$ cat config.mk
export PLATFORM = sky130hd
export DESIGN_NAME = ctrl_mseq
export DESIGN_NICKNAME = d
export VERILOG_FILES = /design/src/rtl/ctrl_mseq.sv
export SDC_FILE = /design/constraint.sdc
export NUM_CORES = 1
export LEC_CHECK = 0
export ABC_AREA = 1
export CORE_UTILIZATION = 44
export CTS_CLUSTER_DIAMETER = 40
export CTS_CLUSTER_SIZE = 28
export DETAILED_ROUTE_END_ITERATION = 6
export PLACE_DENSITY = 0.76
export SLEW_MARGIN = 30
export SYNTH_ARGS = -nofsm -noshare
export SYNTH_HDL_FRONTEND = slang
export SYNTH_SLANG_ARGS = --single-unit
$ cat constraint.sdc
create_clock -name ip_clk -period 1.6 [get_ports ip_clk]
set_clock_uncertainty 0.05 [all_clocks]
set_input_delay 0.4 -clock ip_clk [delete_from_list [all_inputs] [get_ports ip_clk]]
set_output_delay 0.4 -clock ip_clk [all_outputs]
set_load 0.01 [all_outputs]
$ cat src/rtl/ctrl_mseq.sv
// ctrl_mseq: registered RV32IM control decode with a multi-cycle M-extension sequencer.
// Define CTRL_MSEQ_PERF_EN to add the saturating op_stall_cnt performance counter.
module ctrl_mseq #(
  parameter int MUL_CYCLES = 1,
  parameter int DIV_CYCLES = 32,
  parameter int CNT_W      = 6
) (
  input  logic        ip_clk,
  input  logic        ip_rst,
  input  logic        ip_valid,
  input  logic [6:0]  ip_opcode,
  input  logic [2:0]  ip_funct_3,
  input  logic [6:0]  ip_funct_7,
  input  logic        ip_flush,
`ifdef CTRL_MSEQ_PERF_EN
  output logic [15:0] op_stall_cnt,
`endif
  output logic        op_ready,
  output logic        op_stall,
  output logic        op_valid,
  output logic        op_illegal,
  output logic        op_reg_wr_en,
  output logic        op_store_en,
  output logic        op_jump_ctrl,
  output logic [2:0]  op_imm_ext_ctrl,
  output logic [2:0]  op_ALU_operation_ctrl,
  output logic [2:0]  op_ALU_branch_ctrl,
  output logic [1:0]  op_load_store_bit_ctrl,
  output logic        op_load_sign_ctrl,
  output logic        op_m_ext_start,
  output logic        op_m_ext_wb_ctrl
);

  localparam logic [6:0] OPC_LUI    = 7'b0110111;
  localparam logic [6:0] OPC_AUIPC  = 7'b0010111;
  localparam logic [6:0] OPC_JAL    = 7'b1101111;
  localparam logic [6:0] OPC_JALR   = 7'b1100111;
  localparam logic [6:0] OPC_BRANCH = 7'b1100011;
  localparam logic [6:0] OPC_LOAD   = 7'b0000011;
  localparam logic [6:0] OPC_STORE  = 7'b0100011;
  localparam logic [6:0] OPC_OP_IMM = 7'b0010011;
  localparam logic [6:0] OPC_OP     = 7'b0110011;
  localparam logic [6:0] FUNCT7_M   = 7'b0000001;

  localparam logic [2:0] IMM_I = 3'd0;
  localparam logic [2:0] IMM_S = 3'd1;
  localparam logic [2:0] IMM_B = 3'd2;
  localparam logic [2:0] IMM_U = 3'd3;
  localparam logic [2:0] IMM_J = 3'd4;

  localparam logic [2:0] BR_NONE = 3'b010;

  localparam logic [CNT_W-1:0] MUL_LOAD = CNT_W'(MUL_CYCLES - 1);
  localparam logic [CNT_W-1:0] DIV_LOAD = CNT_W'(DIV_CYCLES - 1);

  typedef enum logic [1:0] {
    S_IDLE  = 2'd0,
    S_MBUSY = 2'd1,
    S_MDONE = 2'd2
  } state_e;

  state_e           state_q, state_d;
  logic [CNT_W-1:0] cnt_q, cnt_d;

  logic       valid_q, valid_d;
  logic       illegal_q, illegal_d;
  logic       reg_wr_en_q, reg_wr_en_d;
  logic       store_en_q, store_en_d;
  logic       jump_q, jump_d;
  logic [2:0] imm_q, imm_d;
  logic [2:0] alu_op_q, alu_op_d;
  logic [2:0] branch_q, branch_d;
  logic [1:0] ls_bit_q, ls_bit_d;
  logic       load_sign_q, load_sign_d;
  logic       m_start_q, m_start_d;
  logic       m_wb_q, m_wb_d;

  logic       dec_illegal;
  logic       dec_reg_wr_en;
  logic       dec_store_en;
  logic       dec_jump;
  logic [2:0] dec_imm;
  logic [2:0] dec_alu_op;
  logic [2:0] dec_branch;
  logic [1:0] dec_ls_bit;
  logic       dec_load_sign;

  logic       is_m_op;
  logic       accept;

  assign op_ready = (state_q != S_MBUSY);
  assign op_stall = (state_q == S_MBUSY);
  assign is_m_op  = (ip_opcode == OPC_OP) && (ip_funct_7 == FUNCT7_M);
  assign accept   = ip_valid && op_ready && !ip_flush;

  // Plain RV32I field decode; anything outside the table is reported illegal.
  always_comb begin
    dec_illegal   = 1'b0;
    dec_reg_wr_en = 1'b0;
    dec_store_en  = 1'b0;
    dec_jump      = 1'b0;
    dec_imm       = IMM_I;
    dec_alu_op    = 3'b000;
    dec_branch    = BR_NONE;
    dec_ls_bit    = 2'b00;
    dec_load_sign = 1'b0;
    unique case (ip_opcode)
      OPC_LUI, OPC_AUIPC: begin
        dec_reg_wr_en = 1'b1;
        dec_imm       = IMM_U;
      end
      OPC_JAL: begin
        dec_reg_wr_en = 1'b1;
        dec_jump      = 1'b1;
        dec_imm       = IMM_J;
      end
      OPC_JALR: begin
        dec_reg_wr_en = 1'b1;
        dec_jump      = 1'b1;
        dec_imm       = IMM_I;
      end
      OPC_BRANCH: begin
        dec_imm    = IMM_B;
        dec_branch = ip_funct_3;
      end
      OPC_LOAD: begin
        dec_reg_wr_en = 1'b1;
        dec_imm       = IMM_I;
        dec_ls_bit    = ip_funct_3[1:0];
        dec_load_sign = ~ip_funct_3[2];
      end
      OPC_STORE: begin
        dec_store_en = 1'b1;
        dec_imm      = IMM_S;
        dec_ls_bit   = ip_funct_3[1:0];
      end
      OPC_OP_IMM, OPC_OP: begin
        dec_reg_wr_en = 1'b1;
        dec_imm       = IMM_I;
        dec_alu_op    = ip_funct_3;
      end
      default: begin
        dec_illegal = 1'b1;
      end
    endcase
  end

  // Sequencer: flush dominates everything, MBUSY ignores new work until the counter drains.
  always_comb begin
    state_d     = state_q;
    cnt_d       = cnt_q;
    valid_d     = 1'b0;
    illegal_d   = 1'b0;
    reg_wr_en_d = 1'b0;
    store_en_d  = 1'b0;
    jump_d      = 1'b0;
    imm_d       = IMM_I;
    alu_op_d    = 3'b000;
    branch_d    = BR_NONE;
    ls_bit_d    = 2'b00;
    load_sign_d = 1'b0;
    m_start_d   = 1'b0;
    m_wb_d      = 1'b0;
    if (ip_flush) begin
      state_d = S_IDLE;
      cnt_d   = '0;
    end else begin
      unique case (state_q)
        S_MBUSY: begin
          if (cnt_q == '0) begin
            state_d     = S_MDONE;
            valid_d     = 1'b1;
            reg_wr_en_d = 1'b1;
            m_wb_d      = 1'b1;
          end else begin
            cnt_d = cnt_q - CNT_W'(1);
          end
        end
        S_IDLE, S_MDONE: begin
          state_d = S_IDLE;
          if (accept && is_m_op) begin
            state_d   = S_MBUSY;
            cnt_d     = ip_funct_3[2] ? DIV_LOAD : MUL_LOAD;
            m_start_d = 1'b1;
          end else if (accept) begin
            valid_d     = 1'b1;
            illegal_d   = dec_illegal;
            reg_wr_en_d = dec_reg_wr_en;
            store_en_d  = dec_store_en;
            jump_d      = dec_jump;
            imm_d       = dec_imm;
            alu_op_d    = dec_alu_op;
            branch_d    = dec_branch;
            ls_bit_d    = dec_ls_bit;
            load_sign_d = dec_load_sign;
          end
        end
        default: begin
          state_d = S_IDLE;
          cnt_d   = '0;
        end
      endcase
    end
  end

  always_ff @(posedge ip_clk) begin
    if (ip_rst) begin
      state_q     <= S_IDLE;
      cnt_q       <= '0;
      valid_q     <= 1'b0;
      illegal_q   <= 1'b0;
      reg_wr_en_q <= 1'b0;
      store_en_q  <= 1'b0;
      jump_q      <= 1'b0;
      imm_q       <= IMM_I;
      alu_op_q    <= 3'b000;
      branch_q    <= BR_NONE;
      ls_bit_q    <= 2'b00;
      load_sign_q <= 1'b0;
      m_start_q   <= 1'b0;
      m_wb_q      <= 1'b0;
    end else begin
      state_q     <= state_d;
      cnt_q       <= cnt_d;
      valid_q     <= valid_d;
      illegal_q   <= illegal_d;
      reg_wr_en_q <= reg_wr_en_d;
      store_en_q  <= store_en_d;
      jump_q      <= jump_d;
      imm_q       <= imm_d;
      alu_op_q    <= alu_op_d;
      branch_q    <= branch_d;
      ls_bit_q    <= ls_bit_d;
      load_sign_q <= load_sign_d;
      m_start_q   <= m_start_d;
      m_wb_q      <= m_wb_d;
    end
  end

  assign op_valid               = valid_q;
  assign op_illegal             = illegal_q;
  assign op_reg_wr_en           = reg_wr_en_q;
  assign op_store_en            = store_en_q;
  assign op_jump_ctrl           = jump_q;
  assign op_imm_ext_ctrl        = imm_q;
  assign op_ALU_operation_ctrl  = alu_op_q;
  assign op_ALU_branch_ctrl     = branch_q;
  assign op_load_store_bit_ctrl = ls_bit_q;
  assign op_load_sign_ctrl      = load_sign_q;
  assign op_m_ext_start         = m_start_q;
  assign op_m_ext_wb_ctrl       = m_wb_q;

`ifdef CTRL_MSEQ_PERF_EN
  // Counts stalled cycles since reset; flush deliberately leaves it alone.
  logic [15:0] stall_cnt_q, stall_cnt_d;

  always_comb begin
    stall_cnt_d = stall_cnt_q;
    if (op_stall && (stall_cnt_q != 16'hFFFF)) begin
      stall_cnt_d = stall_cnt_q + 16'd1;
    end
  end

  always_ff @(posedge ip_clk) begin
    if (ip_rst) begin
      stall_cnt_q <= '0;
    end else begin
      stall_cnt_q <= stall_cnt_d;
    end
  end

  assign op_stall_cnt = stall_cnt_q;
`endif

endmodule

==> flow_summary.json <==
{
  "status": "finished clean",
  "yosysSeqAreaShare_pct": 44.63,
  "io_pins": 42,
  "path_class": "in -> reg",
  "fmax_mhz": 643.3,
  "final_max_slew_viol_count": 0,
  "grt_pass1_vias": 1225,
  "wl_mm": 3.032,
  "rr_worst_depth": 9,
  "rr_startpoint": "state_q[0]",
  "p_per_area_nw_per_um2": 608.1,
  "yosysWarningCount": 0,
  "leakagePower_uw": 0.0008674,
  "vias": 1304,
  "max_cap_viol_count": 0,
  "clk_pin_slew_ps": 150,
  "via_per_inst": 5.054,
  "fp.dieW_um": 54.47,
  "final_core_util_pct": 71.98,
  "diodes": 0,
  "rows": 18,
  "syn_nets": 186,
  "worstPathRequired_ps": 1790,
  "synth_cell_types": 20,
  "start_kind": "primary input",
  "ctsLongestPathBuffers": 2,
  "cp_slowest_cell": "clkdlybuf4s50_1",
  "cts_buffers": 3,
  "grt_max_degree": 17,
  "worstPathArrival_ps": 1740,
  "drive_gt1_share_pct": 22.37,
  "drt_iter0_markers": 45,
  "timing.final.ws_setup_ps": 45.44,
  "drcViolationCount": 0,
  "start_util_pct": 47.59,
  "hp-class": "reg -> reg",
  "max_slew_margin_pct": 85.63,
  "crit_path_max_incr_delay_ps": 560,
  "cp-end-kind": "flop",
  "die_h_um": 54.47,
  "finalSetupViolCount": 0,
  "syn_area_um2": 1211,
  "fin_nets": 252,
  "antenna_found_initial": 0,
  "internal-power_uw": 849.4,
  "hold_violations": 0,
  "met3_usage_pct": 2.778,
  "p_seq_share_pct": 60.6,
  "area_delta_synth_final_pct": 51.24,
  "root_buffer": "clkbuf_4",
  "peakVddDrop_v": 0.0005055,
  "path_cells": "clkdlybuf4s50_1 > nand3_2 > nor2_4 > nand3_2 > nand2_4 > nand2_4 > nor2_1 > nor2_1",
  "dieArea_um2": 2966,
  "gp_congestion": 0.9499,
  "antenna_left": 0,
  "rsz0062_at_grt": "false",
  "post-place-ws_ps": -288.4,
  "netSwitchingFraction_pct": 23.74,
  "netlist_instances": 163,
  "first_pass_iters": 4,
  "regArea_um2": 541.8,
  "grt_use_met1_pct": 24.83,
  "grt_use_met2_pct": 43.90,
  "worst_pin_slew_ps": 214.8,
  "ys_seq_elements": 27,
  "avgSynthCellArea_um2": 7.430,
  "filler_cell_count": 211,
  "cts.sinks": 27,
  "final_cell_mix": "34 x nor2_1, 26 x dfxtp_1, 21 x nand2_1",
  "clk_latency_ps": 320,
  "pwr-share-comb_pct": 12.1,
  "layout_commonest_cell": "nor2_1",
  "whs_path_depth": 2,
  "htree_levels": 1,
  "busiest_layer": "met2",
  "holdBufCountCts": 0,
  "cts_tree": "done",
  "multi_input_area_um2": 591.8,
  "port_buffers": 41,
  "p_sw_uw": 264.5,
  "core_um2": 2545,
  "r2r_end": "cnt_q[3]",
  "clkPwrFrac_pct": 27.3,
  "worst-r2r-setup-slack_ps": 160,
  "crit_fanout": 7,
  "grt_pass1_wl_mm": 4.899,
  "hp-start": "cnt_q[1]",
  "fin_crit_ps": 1555,
  "min_to": "cnt_q[1]",
  "hpwl_mm": 2.495,
  "period_share_pct": 97.16,
  "wl_per_cell_um": 11.75,
  "overflow": 0,
  "grtUsageTotal_pct": 22.83
}
==> registers in the layout, summed over array words and instances (netlist names) <==
register                cells
op_load_store_bit_ctrl      2
op_reg_wr_en                1
op_m_ext_start              1
op_store_en                 1
state_q                     2
op_jump_ctrl                1
op_imm_ext_ctrl             3
op_valid                    1
op_ALU_operation_ctrl       3
op_illegal                  1
op_m_ext_wb_ctrl            1
op_load_sign_ctrl           1
op_ALU_branch_ctrl          3
cnt_q                       6
==> logic make-up (layout without fill, tap and decap cells) <==
family                     count (synthesis)  count (layout)  synth area share [%]
and+or+nand+nor                           91              91                 37.29
DFF                                       27              27                 44.63
buffers and inverters                     23              88                 7.129
AOI/OAI and AO/OA                         19              19                 8.161
adders and majority gates                  2               2                 2.066
xor gates and xnor gates                   1               1                0.7233
==> routing by layer <==
metal  vias to the layer above  part of all wire, %
met1                       599                   41
met5                         -                    0
met2                        47                   53
li1                        654                    -
met4                         0                 0.69
met3                         4                  5.8
==> power by group through the flow <==
stage | clock network (uW) | registers [uW] | logic [uW]
4_1_cts | 308 | 675 | 135
2_1_floorplan | 0 | 690 | 39.7
3_5_place_dp | 0 | 689 | 135
3_3_place_gp | 0 | 689 | 132
5_1_grt | 335 | 675 | 146
6_report | 304 | 675 | 135
==> metrics by stage <==
| step | total power (uW) | instances | setup TNS, ps | area [um^2] | hold WS [ps] |
|---|---|---|---|---|---|
| after global routing | 1156 | 258 | 0 | 1832 | 478.1 |
| after floorplan | 729.9 | 163 | 0 | 1211 | 399.1 |
| after CTS | 1117 | 258 | 0 | 1828 | 443.9 |
| final | 1114 | 258 | 0 | 1832 | 450.6 |
| after global placement | 821.2 | 253 | -3608 | 1814 | 413.4 |
| after detailed placement | 824.3 | 253 | -4976 | 1814 | 423.6 |
==> cells in the mapped netlist <==
cell / count / share of area [%]
nand2_2: 3 / 1.5
nand4_1: 3 / 1.5
o21ai_0: 5 / 2.1
nand2_4: 2 / 1.9
nor2_2: 4 / 2.1
nand3_4: 1 / 1.4
dfxtp_1: 27 / 45
o21ai_2: 1 / 0.72
a21oi_1: 10 / 4.1
nand3_1: 13 / 5.4
inv_2: 7 / 2.2
o21ai_1: 3 / 1.2
nand2_1: 22 / 6.8
nand3_2: 2 / 1.7
nor3_1: 4 / 1.7
ha_1: 2 / 2.1
xnor2_1: 1 / 0.72
nor2_1: 34 / 11
nor2_4: 3 / 2.8
inv_1: 16 / 5.0
==> cell type report <==
class / instances / area share [%]
multi-input cells: 113 / 32.31
inverters: 23 / 4.713
well taps: 30 / 2.049
clock inverters: 1 / 0.4098
flip-flops and latches: 27 / 29.58
clock buffers: 3 / 1.230
repair buffers: 61 / 29.71
==> critical path: cells and delay by family <==
family / cells / cell delay, ps
and+or+nand+nor: 7 / 790
buffers and inverters: 1 / 560
==> worst max path at each step <==
stage                                    end  slack [ps]          from  depth (start not counted)
final                               cnt_q[3]          50  ip_opcode[5]                          8
after global placement    op_imm_ext_ctrl[1]        -230  ip_opcode[5]                          8
after global routing       op_load_sign_ctrl           5  ip_opcode[6]                          9
after detailed placement  op_imm_ext_ctrl[1]        -290  ip_opcode[5]                          8
after floorplan                     cnt_q[3]         310      cnt_q[0]                          9
after CTS                           op_stall          40    state_q[0]                          3
==> repair_timing <==
action,CTS,global route
gates resized for setup,23,5
setup buffers,1,0
pin swaps,0,1
endpoints found under the setup margin,21,8
Power figures use the tool's default switching activity.
